===== src/rtl/spi_frame_if.sv =====
// spi_frame_if: word handshake plus SPI pins for spi_frame_master.
// master = the SPI initiator block, slave = the user/pin side.
interface spi_frame_if #(
  parameter int MSB = 16
);
  logic           tx_valid;
  logic           tx_ready;
  logic [MSB-1:0] tx_data;
  logic           rx_valid;
  logic [MSB-1:0] rx_data;
  logic           busy;
  logic           spi_cs;
  logic           spi_clk;
  logic           spi_mosi;
  logic           spi_miso;

  modport master (
    input  tx_valid, tx_data, spi_miso,
    output tx_ready, rx_valid, rx_data, busy,
    output spi_cs, spi_clk, spi_mosi
  );

  modport slave (
    output tx_valid, tx_data, spi_miso,
    input  tx_ready, rx_valid, rx_data, busy,
    input  spi_cs, spi_clk, spi_mosi
  );
endinterface


===== src/rtl/spi_frame_master.sv =====
// spi_frame_master: SPI initiator, one MSB-bit frame per accepted word.
// MOSI shifts out MSB-first; MISO is sampled on each rising SCLK.
module spi_frame_master #(
  parameter int MSB     = 16,
  parameter int CLK_DIV = 4
) (
  input logic clk,
  input logic rst,
  spi_frame_if.master bus
);

  localparam int PW = (CLK_DIV > 1) ? $clog2(CLK_DIV) : 1;
  localparam int BW = (MSB > 2) ? $clog2(MSB) : 1;

  localparam logic [2:0] IDLE  = 3'd0;
  localparam logic [2:0] SETUP = 3'd1;
  localparam logic [2:0] HI    = 3'd2;
  localparam logic [2:0] LO    = 3'd3;
  localparam logic [2:0] HOLD  = 3'd4;
  localparam logic [2:0] GAP   = 3'd5;

  logic [2:0]     state;
  logic [PW-1:0]  ph;
  logic [BW-1:0]  bit_cnt;
  logic [MSB-1:0] tx_sh;
  logic [MSB-1:0] rx_sh;
  logic [MSB-1:0] rxd;
  logic           cs;
  logic           sclk;
  logic           mosi;
  logic           ready;
  logic           bsy;
  logic           rxv;
  logic           ph_end;
  logic           last;

  assign ph_end = (ph == PW'(CLK_DIV - 1));
  assign last   = (bit_cnt == BW'(MSB - 1));

  assign bus.spi_cs   = cs;
  assign bus.spi_clk  = sclk;
  assign bus.spi_mosi = mosi;
  assign bus.tx_ready = ready;
  assign bus.busy     = bsy;
  assign bus.rx_valid = rxv;
  assign bus.rx_data  = rxd;

  // Phase counter: times every non-IDLE state to CLK_DIV cycles.
  always_ff @(posedge clk or posedge rst) begin
    if (rst) begin
      ph <= '0;
    end else if (state == IDLE || ph_end) begin
      ph <= '0;
    end else begin
      ph <= ph + 1'b1;
    end
  end

  // Frame sequencer: drives CS/SCLK/MOSI and captures MISO.
  always_ff @(posedge clk or posedge rst) begin
    if (rst) begin
      state   <= IDLE;
      cs      <= 1'b1;
      sclk    <= 1'b0;
      mosi    <= 1'b0;
      ready   <= 1'b1;
      bsy     <= 1'b0;
      rxv     <= 1'b0;
      rxd     <= '0;
      tx_sh   <= '0;
      rx_sh   <= '0;
      bit_cnt <= '0;
    end else begin
      rxv <= 1'b0;
      unique case (state)
        IDLE: begin
          if (bus.tx_valid && ready) begin
            tx_sh   <= bus.tx_data;
            rx_sh   <= '0;
            bit_cnt <= '0;
            cs      <= 1'b0;
            mosi    <= bus.tx_data[MSB-1];
            ready   <= 1'b0;
            bsy     <= 1'b1;
            state   <= SETUP;
          end
        end
        SETUP, LO: begin
          if (ph_end) begin
            sclk  <= 1'b1;
            rx_sh <= {rx_sh[MSB-2:0], bus.spi_miso};
            state <= HI;
          end
        end
        HI: begin
          if (ph_end) begin
            sclk <= 1'b0;
            if (last) begin
              state <= HOLD;
            end else begin
              bit_cnt <= bit_cnt + 1'b1;
              mosi    <= tx_sh[MSB-2];
              tx_sh   <= {tx_sh[MSB-2:0], 1'b0};
              state   <= LO;
            end
          end
        end
        HOLD: begin
          if (ph_end) begin
            cs    <= 1'b1;
            rxd   <= rx_sh;
            rxv   <= 1'b1;
            state <= GAP;
          end
        end
        GAP: begin
          if (ph_end) begin
            ready <= 1'b1;
            bsy   <= 1'b0;
            state <= IDLE;
          end
        end
        default: state <= IDLE;
      endcase
    end
  end

endmodule

===== src/flat_wrapper.sv =====
// flat-port wrapper written by rule: the top's interface ports become plain ports
module spi_frame_master_flat 
#(
  parameter int MSB     = 16,
  parameter int CLK_DIV = 4
)
  (clk, rst, bus_tx_valid, bus_tx_data, bus_spi_miso, bus_tx_ready, bus_rx_valid, bus_rx_data, bus_busy, bus_spi_cs, bus_spi_clk, bus_spi_mosi);
  spi_frame_if #(.MSB(MSB)) bus_i ();
  input logic clk;
  input logic rst;
  input wire logic [$bits(bus_i.tx_valid)-1:0] bus_tx_valid;
  input wire logic [$bits(bus_i.tx_data)-1:0] bus_tx_data;
  input wire logic [$bits(bus_i.spi_miso)-1:0] bus_spi_miso;
  output wire logic [$bits(bus_i.tx_ready)-1:0] bus_tx_ready;
  output wire logic [$bits(bus_i.rx_valid)-1:0] bus_rx_valid;
  output wire logic [$bits(bus_i.rx_data)-1:0] bus_rx_data;
  output wire logic [$bits(bus_i.busy)-1:0] bus_busy;
  output wire logic [$bits(bus_i.spi_cs)-1:0] bus_spi_cs;
  output wire logic [$bits(bus_i.spi_clk)-1:0] bus_spi_clk;
  output wire logic [$bits(bus_i.spi_mosi)-1:0] bus_spi_mosi;
  assign bus_i.tx_valid = bus_tx_valid;
  assign bus_i.tx_data = bus_tx_data;
  assign bus_i.spi_miso = bus_spi_miso;
  assign bus_tx_ready = bus_i.tx_ready;
  assign bus_rx_valid = bus_i.rx_valid;
  assign bus_rx_data = bus_i.rx_data;
  assign bus_busy = bus_i.busy;
  assign bus_spi_cs = bus_i.spi_cs;
  assign bus_spi_clk = bus_i.spi_clk;
  assign bus_spi_mosi = bus_i.spi_mosi;
  spi_frame_master #(.MSB(MSB), .CLK_DIV(CLK_DIV)) u_core (.clk(clk), .rst(rst), .bus(bus_i));
endmodule

===== config.mk =====
export PLATFORM = sky130hd
export DESIGN_NAME = spi_frame_master_flat
export DESIGN_NICKNAME = d
export VERILOG_FILES = /design/src/rtl/spi_frame_if.sv /design/src/rtl/spi_frame_master.sv /design/src/flat_wrapper.sv
export SDC_FILE = /design/constraint.sdc
export NUM_CORES = 1
export LEC_CHECK = 0
export ABC_CLOCK_PERIOD_IN_PS = 3880
export CAP_MARGIN = 5
export CORE_UTILIZATION = 35
export DETAILED_ROUTE_END_ITERATION = 6
export GPL_ROUTABILITY_DRIVEN = 0
export HOLD_SLACK_MARGIN = 0.02
export SLEW_MARGIN = 5
export SYNTH_ARGS = -nofsm -noshare
export SYNTH_HDL_FRONTEND = slang
export SYNTH_SLANG_ARGS = --single-unit

===== constraint.sdc =====
create_clock -name clk -period 3.88 [get_ports clk]
set_input_delay 0.776 -clock clk [delete_from_list [all_inputs] [get_ports clk]]
set_output_delay 0.776 -clock clk [all_outputs]
set_load 0.05 [all_outputs]

* Yosys cells after proc, flatten, opt, wreduce, memory -nomap -nowiden
Cells that the tools add are included.
Cells by class: equal/unequal tests 13, reductions and logical operators 16, $add $sub $neg 2, multiplexer cells 33
Operator list (number):
- 15-bit two-way mux | 3
- 16-bit two-way mux | 2
- 16-bit case mux with 2 select lines | 1
- 15-bit case mux with 2 select lines | 1
- 3-bit two-way mux | 6
- 3-bit case mux with 5 select lines | 1
- 4-bit two-way mux | 3
- 3-bit AND reduction | 4
- 1-bit case mux with 2 select lines | 5
- 2-bit nonzero test | 5
- 1-bit two-way mux | 9
- 2-bit by 1-bit inequality test with 1-bit output, second input constant | 4
- 4-bit case mux with 2 select lines | 1
- 3-bit by 2-bit equality test with 1-bit output, second input constant | 2
- 3-bit equality test, second input constant | 2
- 5-bit AND reduction | 1
- 4-bit by 1-bit adder with 4-bit output, second input constant | 1
- 4-bit equality test, second input constant | 1
- 2-bit inequality test, second input constant | 2
- 4-bit AND reduction | 1
- 3-bit by 1-bit equality test with 1-bit output, second input constant | 1
- 3-bit zero test | 1
- 2-bit by 1-bit adder with 2-bit output, second input constant | 1
- 2-bit equality test, second input constant | 1
- 5 further kinds | 5
Storage, ports and cells: input bits 20, output and inout bits 22, word-level logic and storage cells 76, register bits 62

* Longest topological paths before layout
Gate-level depths: netlist (run 1).
word-level depth 4, depth in mapped cells 6, mapped depth without buffers 4

* Worst setup path after synthesis (run 1)
OpenSTA, ideal clock, no wires.
path kind input to register, from input bus_tx_valid, to register u_core.tx_sh[10], buffers on the path 1, slack 2046 ps, cell stages on the path 4, data required time 3755 ps, library setup time 125 ps, arrival 1708 ps, cells stage by stage nand3b_1 > o22ai_4 > buf_12 > mux2_4
On the way: word-level cells in the longest chain between the ends 3
Ends and longest elaborated chain:
- start: declaration | RTL line flat_wrapper.sv:11 | input wire logic [$bits(bus_i.tx_valid)-1:0] bus_tx_valid;
- 1-bit logical AND | RTL line spi_frame_master.sv:77 | if (bus.tx_valid && ready) begin
- 2-bit inequality test (no source line)
- 4-bit AND reduction (no source line)
- end signal: assignment | RTL line spi_frame_master.sv:78 | tx_sh <= bus.tx_data;
- end signal: assignment | RTL line spi_frame_master.sv:103 | tx_sh <= {tx_sh[MSB-2:0], 1'b0};
- end: declaration | RTL line spi_frame_master.sv:25 | logic [MSB-1:0] tx_sh;
No other way between the ends. A chain may end at the register's enable or synchronous reset.

* Worst setup path in the final report (run 1)
from register u_core.ready (netlist: u_core.bus.tx_ready), to output bus_tx_ready
RTL lines:
- start: declaration | RTL line spi_frame_master.sv:31 | logic ready;
- start signal: assignment | RTL line spi_frame_master.sv:66 | ready <= 1'b1;
- start signal: assignment | RTL line spi_frame_master.sv:83 | ready <= 1'b0;
- start signal: assignment | RTL line spi_frame_master.sv:118 | ready <= 1'b1;
- end: declaration | RTL line flat_wrapper.sv:14 | output wire logic [$bits(bus_i.tx_ready)-1:0] bus_tx_ready;
No word-level cell between the ends.

==> results of run 1 <==
==> report_power, final <==
| group | internal (mW) | total [mW] | switching (mW) | leakage [nW] |
|---|---|---|---|---|
| clock | 0.495 | 0.755 | 0.261 | 0.134 |
| combinational | 0.0345 | 0.0559 | 0.0214 | 0.609 |
| sequential | 0.654 | 0.658 | 0.00401 | 0.804 |
==> per-layer routing <==
layer  track usage  vias up
met5             0        -
met2         0.187       25
met1         0.180      861
met4        0.0542        0
li1              -      814
met3        0.0431        4
==> state kept, by name (all words and copies together), names as in the netlist, 2 cells and up <==
name	flops
u_core.bit_cnt	4
u_core.rx_sh	16
u_core.bus.rx_data	16
u_core.ph	2
u_core.state	3
u_core.tx_sh	15
==> cells in the mapped netlist (2+ instances only) <==
| cell type | number |
|---|---|
| o211ai_1 | 2 |
| inv_1 | 7 |
| dfstp_2 | 2 |
| o32ai_1 | 2 |
| buf_6 | 3 |
| nor2_1 | 3 |
| nand2_1 | 4 |
| buf_2 | 2 |
| and4bb_2 | 2 |
| ha_1 | 2 |
| mux2_2 | 24 |
| mux2_4 | 21 |
| dfrtp_1 | 60 |
| nand3b_1 | 3 |
| a21oi_1 | 4 |
| nand3_1 | 5 |
| buf_4 | 3 |
| a22o_1 | 17 |
| o21ai_0 | 8 |
==> cells by family (layout without fill, tap and decap cells) <==
family	after synthesis	in the layout	synth area share
AO/OA/AOI/OAI	40	40	0.112
adder cells (fa/ha/maj)	2	2	0.00889
AND/OR/NAND/NOR	28	28	0.0685
multiplexers	46	46	0.212
buffers and inverters	18	68	0.0467
flip-flops	62	62	0.552
==> final timing paths <==
path	startpoint	end	cells past startpoint
worst max-delay path	u_core.bus.tx_ready$_DFFE_PP1P_	bus_tx_ready	1
worst min-delay path	u_core.ph[0]$_DFF_PP0_	u_core.ph[0]$_DFF_PP0_	1
worst max register to register	u_core.ph[0]$_DFF_PP0_	u_core.bus.rx_data[5]$_DFFE_PP0P_	4
worst min register to register	u_core.ph[0]$_DFF_PP0_	u_core.ph[0]$_DFF_PP0_	1
max in group asynchronous	rst	u_core.bus.tx_ready$_DFFE_PP1P_	3
min in group asynchronous	rst	u_core.rx_sh[13]$_DFFE_PP0P_	2
==> cell type report <==
type | count | area [um2] | area share
multi-input combinational | 116 | 1130 | 0.319
clock buffer | 9 | 124 | 0.0350
tap | 102 | 128 | 0.0360
inverter | 8 | 30.0 | 0.00847
timing repair buffer | 44 | 433 | 0.122
sequential | 62 | 1550 | 0.439
clock inverter | 7 | 146 | 0.0413
==> results.sh, run 1 <==
export IMPL_dp_cells=332
export IMPL_hpwl_mm=3.35
export IMPL_pre_cts_ws_ns=1.28
export IMPL_placed_cell_area_um2=3270
export IMPL_async_reset_ff_frac=1.00
export IMPL_max_cap_violations=0
export IMPL_synth_top_cell_area_share=0.534
export IMPL_avgSynthCellArea_um2=14.4
export IMPL_most_common_layout_cells="60 x dfrtp_1, 41 x clkdlybuf4s50_1, 24 x mux2_2"
export IMPL_synth_edff_count=0
export IMPL_slowest_stage="clkdlybuf4s50_1"
export IMPL_power_density_nw_per_um2=415
export IMPL_routed_via_density=4.90
export IMPL_relSlewSlack=0.262
export IMPL_cp_cell_sequence="clkdlybuf4s50_1"
export IMPL_grt_overflow_total=0
export IMPL_num_vias=1704
export IMPL_drt_met1_wl_mm=2.49
export IMPL_syn_num_nets=218
export IMPL_start_util=0.362
export IMPL_port_buffers=41
export IMPL_clock_path_buffers=2
export IMPL_rsz0062_at_grt="false"
export IMPL_grt_pass1_vias=1715
export IMPL_htreeDepth=3
export IMPL_clkTransAtPathRegs_ns=0.07
export IMPL_cp_slowest_stage_delay_ns=0.81
export IMPL_synth_seq_cells=62
export IMPL_nFillCells=722
export IMPL_wire_per_inst_um=14.6
export IMPL_fin_skew_ns=0.00910
export IMPL_ys_warn_count=0
export IMPL_layout_cells_most_common="dfrtp_1"
export IMPL_ys_seq_area_frac=0.552
export IMPL_status="completed"
export IMPL_report_final_slew_viol_count=0
export IMPL_grt_start_max_net_pins=24
export IMPL_p_leak_nw=1.55
export IMPL_setup_ws_ns=1.40
export IMPL_die_x_um=91.7
export IMPL_vdd_drop_max_uv=189
export IMPL_cts_hold_buf=0
export IMPL_post_cts_buffers=0
export IMPL_grt_pass1_wl_mm=8.42
export IMPL_final_min_clock_period_ns=2.48
export IMPL_hold_slack_ns=0.439
export IMPL_arrival_ns=1.71
export IMPL_track_usage=0.130
export IMPL_die_h_um=91.7
export IMPL_finalHoldViolations=0
export IMPL_tritoncts="built"
export IMPL_antenna_found_initial=0
export IMPL_required_ns=3.10
export IMPL_io_pins=42
export IMPL_wl_met2_mm=2.33
export IMPL_r2r_slack_ns=1.64
export IMPL_drc_errors=0
export IMPL_final_cells=348
export IMPL_cts_root_buffer_cell="clkbuf_8"
export IMPL_end_kind="output port"
export IMPL_worst_path_max_fanout=5
export IMPL_worst_skew_pair_late_latency_ns=0.34
export IMPL_nNetsFinal=263
export IMPL_finalPower_mw=1.47
export IMPL_drive_gt1_frac=0.317
export IMPL_clock_sinks=62
export IMPL_cp_top_family="buffers and inverters"
export IMPL_top_layer="met4"
export IMPL_diodes=0
export IMPL_syn_inst=196
export IMPL_fin_tns_setup_ns=0
export IMPL_worst_path_buf_inv=1
export IMPL_numCtsBuffers=9
export IMPL_rows=32
export IMPL_finalCritPeriodShare=0.640
export IMPL_ant_nets=0
export IMPL_cts_resized=0
export IMPL_first_iter_violations=75
export IMPL_synth_area_um2=2810
export IMPL_setup_viol=0
export IMPL_wl_met3_um=217
export IMPL_die_area_um2=8400
export IMPL_syn2layout_area_growth_pct=25.9
export IMPL_worst_pin_slew_ns=1.10
export IMPL_drt_pass1_iter_count=4
export IMPL_path_class="flip-flop to output port"
export IMPL_yosys_most_used_dff="dfrtp_1"
export IMPL_synth_area_leader_cell="dfrtp_1"
export IMPL_final_util=0.456
export IMPL_worst_setup_path_start_kind="flip-flop"
export IMPL_fmax_mhz=403
export IMPL_coreArea_um2=7770
export IMPL_routed_wirelength_mm=5.07
export IMPL_synth_cell_types=41
export IMPL_design_area_um2=3540
export IMPL_synth_area_leaders="dfrtp_1 53%, mux2_4 11%, mux2_2 9.6%, a22o_1 5.3%, dfstp_2 1.9%"
export IMPL_hold_class="flip-flop to flip-flop"
(Power assumes the default switching activity.)
==> inputs of run 2 (changes only) <==
ABC_CLOCK_PERIOD_IN_PS = 2600   (was 3880)
clock period = 2.6 ns   (was 3.88 ns; I/O delays follow)
==> run 2 against run 1 <==
Final cell count rose by 0.86%. Sequential share of layout area increased by 0.16 points. Critical path depth did not move. Count of clock-buffer cells in the layout grew 2. First-iteration DRC count is 20% lower. Cell area down 0.35%. Sequential power is 49% higher. Global-route usage is 0.43 points higher. Critical path type unchanged. Clock power up 25%. Critical endpoint unchanged. Largest power group is now registers. Worst hold slack about the same. Setup slack got worse by 1.0 ns.
==> results.sh, run 2 (synthesis results as in run 1) <==
export IMPL_required_ns=2.08
export IMPL_hpwl_mm=3.34
export IMPL_cts_root_buffer_cell="clkbuf_8"
export IMPL_cp_slowest_stage_delay_ns=0.80
export IMPL_status="completed"
export IMPL_multi_input_comb_area_um2=1130
export IMPL_final_cells=351
export IMPL_coreArea_um2=7770
export IMPL_htreeDepth=3
export IMPL_report_final_slew_viol_count=0
export IMPL_drt_pass1_iter_count=4
export IMPL_max_cap_violations=0
export IMPL_drive_gt1_frac=0.321
export IMPL_grt_start_max_net_pins=34
export IMPL_slowest_stage="clkdlybuf4s50_1"
export IMPL_drc_errors=0
export IMPL_finalHoldViolations=0
export IMPL_clock_path_buffers=2
export IMPL_post_cts_buffers=0
export IMPL_die_x_um=91.7
export IMPL_finalCritPeriodShare=0.854
export IMPL_final_min_clock_period_ns=2.22
export IMPL_track_usage=0.135
export IMPL_worst_path_max_fanout=5
export IMPL_hold_class="flip-flop to flip-flop"
export IMPL_vdd_drop_max_uv=414
export IMPL_worst_pin_slew_ns=1.06
export IMPL_finalPower_mw=2.02
export IMPL_cp_cell_sequence="clkdlybuf4s50_1"
export IMPL_fmax_mhz=451
export IMPL_hold_slack_ns=0.439
export IMPL_diodes=0
export IMPL_routed_wirelength_mm=5.17
export IMPL_layout_cells_most_common="dfrtp_1"
export IMPL_num_vias=1712
export IMPL_end_kind="output port"
export IMPL_die_area_um2=8400
export IMPL_antenna_found_initial=0
export IMPL_worst_setup_path_start_kind="flip-flop"
export IMPL_clock_sinks=62
export IMPL_grt_pass1_vias=1755
export IMPL_cts_hold_buf=0
export IMPL_fin_tns_setup_ns=0
export IMPL_setup_viol=0
export IMPL_die_h_um=91.7
export IMPL_tritoncts="built"
export IMPL_wire_per_inst_um=14.7
export IMPL_arrival_ns=1.70
export IMPL_clkTransAtPathRegs_ns=0.07
export IMPL_nFillCells=736
export IMPL_cts_resized=0
export IMPL_first_iter_violations=60
export IMPL_cp_top_family="buffers and inverters"
export IMPL_relSlewSlack=0.290
export IMPL_most_common_layout_cells="60 x dfrtp_1, 41 x clkdlybuf4s50_1, 24 x mux2_2"
export IMPL_syn2layout_area_growth_pct=25.5
export IMPL_ant_nets=0
export IMPL_start_util=0.362
export IMPL_rows=32
export IMPL_final_util=0.455
export IMPL_numCtsBuffers=9
export IMPL_grt_overflow_total=0
export IMPL_nNetsFinal=266
export IMPL_port_buffers=41
export IMPL_worst_skew_pair_late_latency_ns=0.34
export IMPL_io_pins=42
export IMPL_power_density_nw_per_um2=571
export IMPL_fin_skew_ns=0.00922
export IMPL_path_class="flip-flop to output port"
export IMPL_seq_area_um2=1550
export IMPL_worst_path_buf_inv=1
export IMPL_dp_cells=335
export IMPL_routed_via_density=4.88
export IMPL_rsz0062_at_grt="false"
export IMPL_grt_pass1_wl_mm=8.63
export IMPL_p_leak_nw=1.54
==> run 2: worst paths after layout <==
kind | from | end | slack [ns] | cells past startpoint
max reg2reg | u_core.ph[0]$_DFF_PP0_ | u_core.rx_sh[8]$_DFFE_PP0P_ | 0.47 | 4
max in group asynchronous | rst | u_core.bus.tx_ready$_DFFE_PP1P_ | 1.46 | 3
min reg2reg | u_core.ph[0]$_DFF_PP0_ | u_core.ph[0]$_DFF_PP0_ | 0.44 | 1
max | u_core.bus.tx_ready$_DFFE_PP1P_ | bus_tx_ready | 0.38 | 1
min | u_core.ph[0]$_DFF_PP0_ | u_core.ph[0]$_DFF_PP0_ | 0.44 | 1
min in group asynchronous | rst | u_core.tx_sh[5]$_DFFE_PP0P_ | 0.54 | 2
==> run 2: layout make-up <==
| class | instances | area share |
|---|---|---|
| repair buffers | 47 | 0.133 |
| multi-input cells | 116 | 0.320 |
| flip-flops and latches | 62 | 0.440 |
| clock buffers | 11 | 0.0400 |
| clock inverters | 5 | 0.0230 |
| well taps | 102 | 0.0361 |
| inverters | 8 | 0.00850 |
==> run 2: per-layer routing <==
metal / GRT usage / share of wire / up-vias
met3: 0.0622 / 0.054 / 7
met5: 0 / 0 / -
met4: 0.0476 / 0.011 / 0
li1: - / - / 817
met2: 0.198 / 0.46 / 34
met1: 0.174 / 0.47 / 854
==> run 2: power breakdown <==
part	switching (mW)	internal, mW	leakage [nW]
clock network	0.378	0.568	0.110
logic	0.0337	0.0535	0.629
registers	0.00671	0.976	0.804
total	0.418	1.60	1.54
==> run 2: stage by stage <==
stage | setup WS (ns) | area, um2
floorplan | 0.542 | 2810
global placement | 0.407 | 3310
detailed placement | 0.383 | 3310
CTS | 0.359 | 3530
global route | 0.260 | 3530
finish | 0.381 | 3530
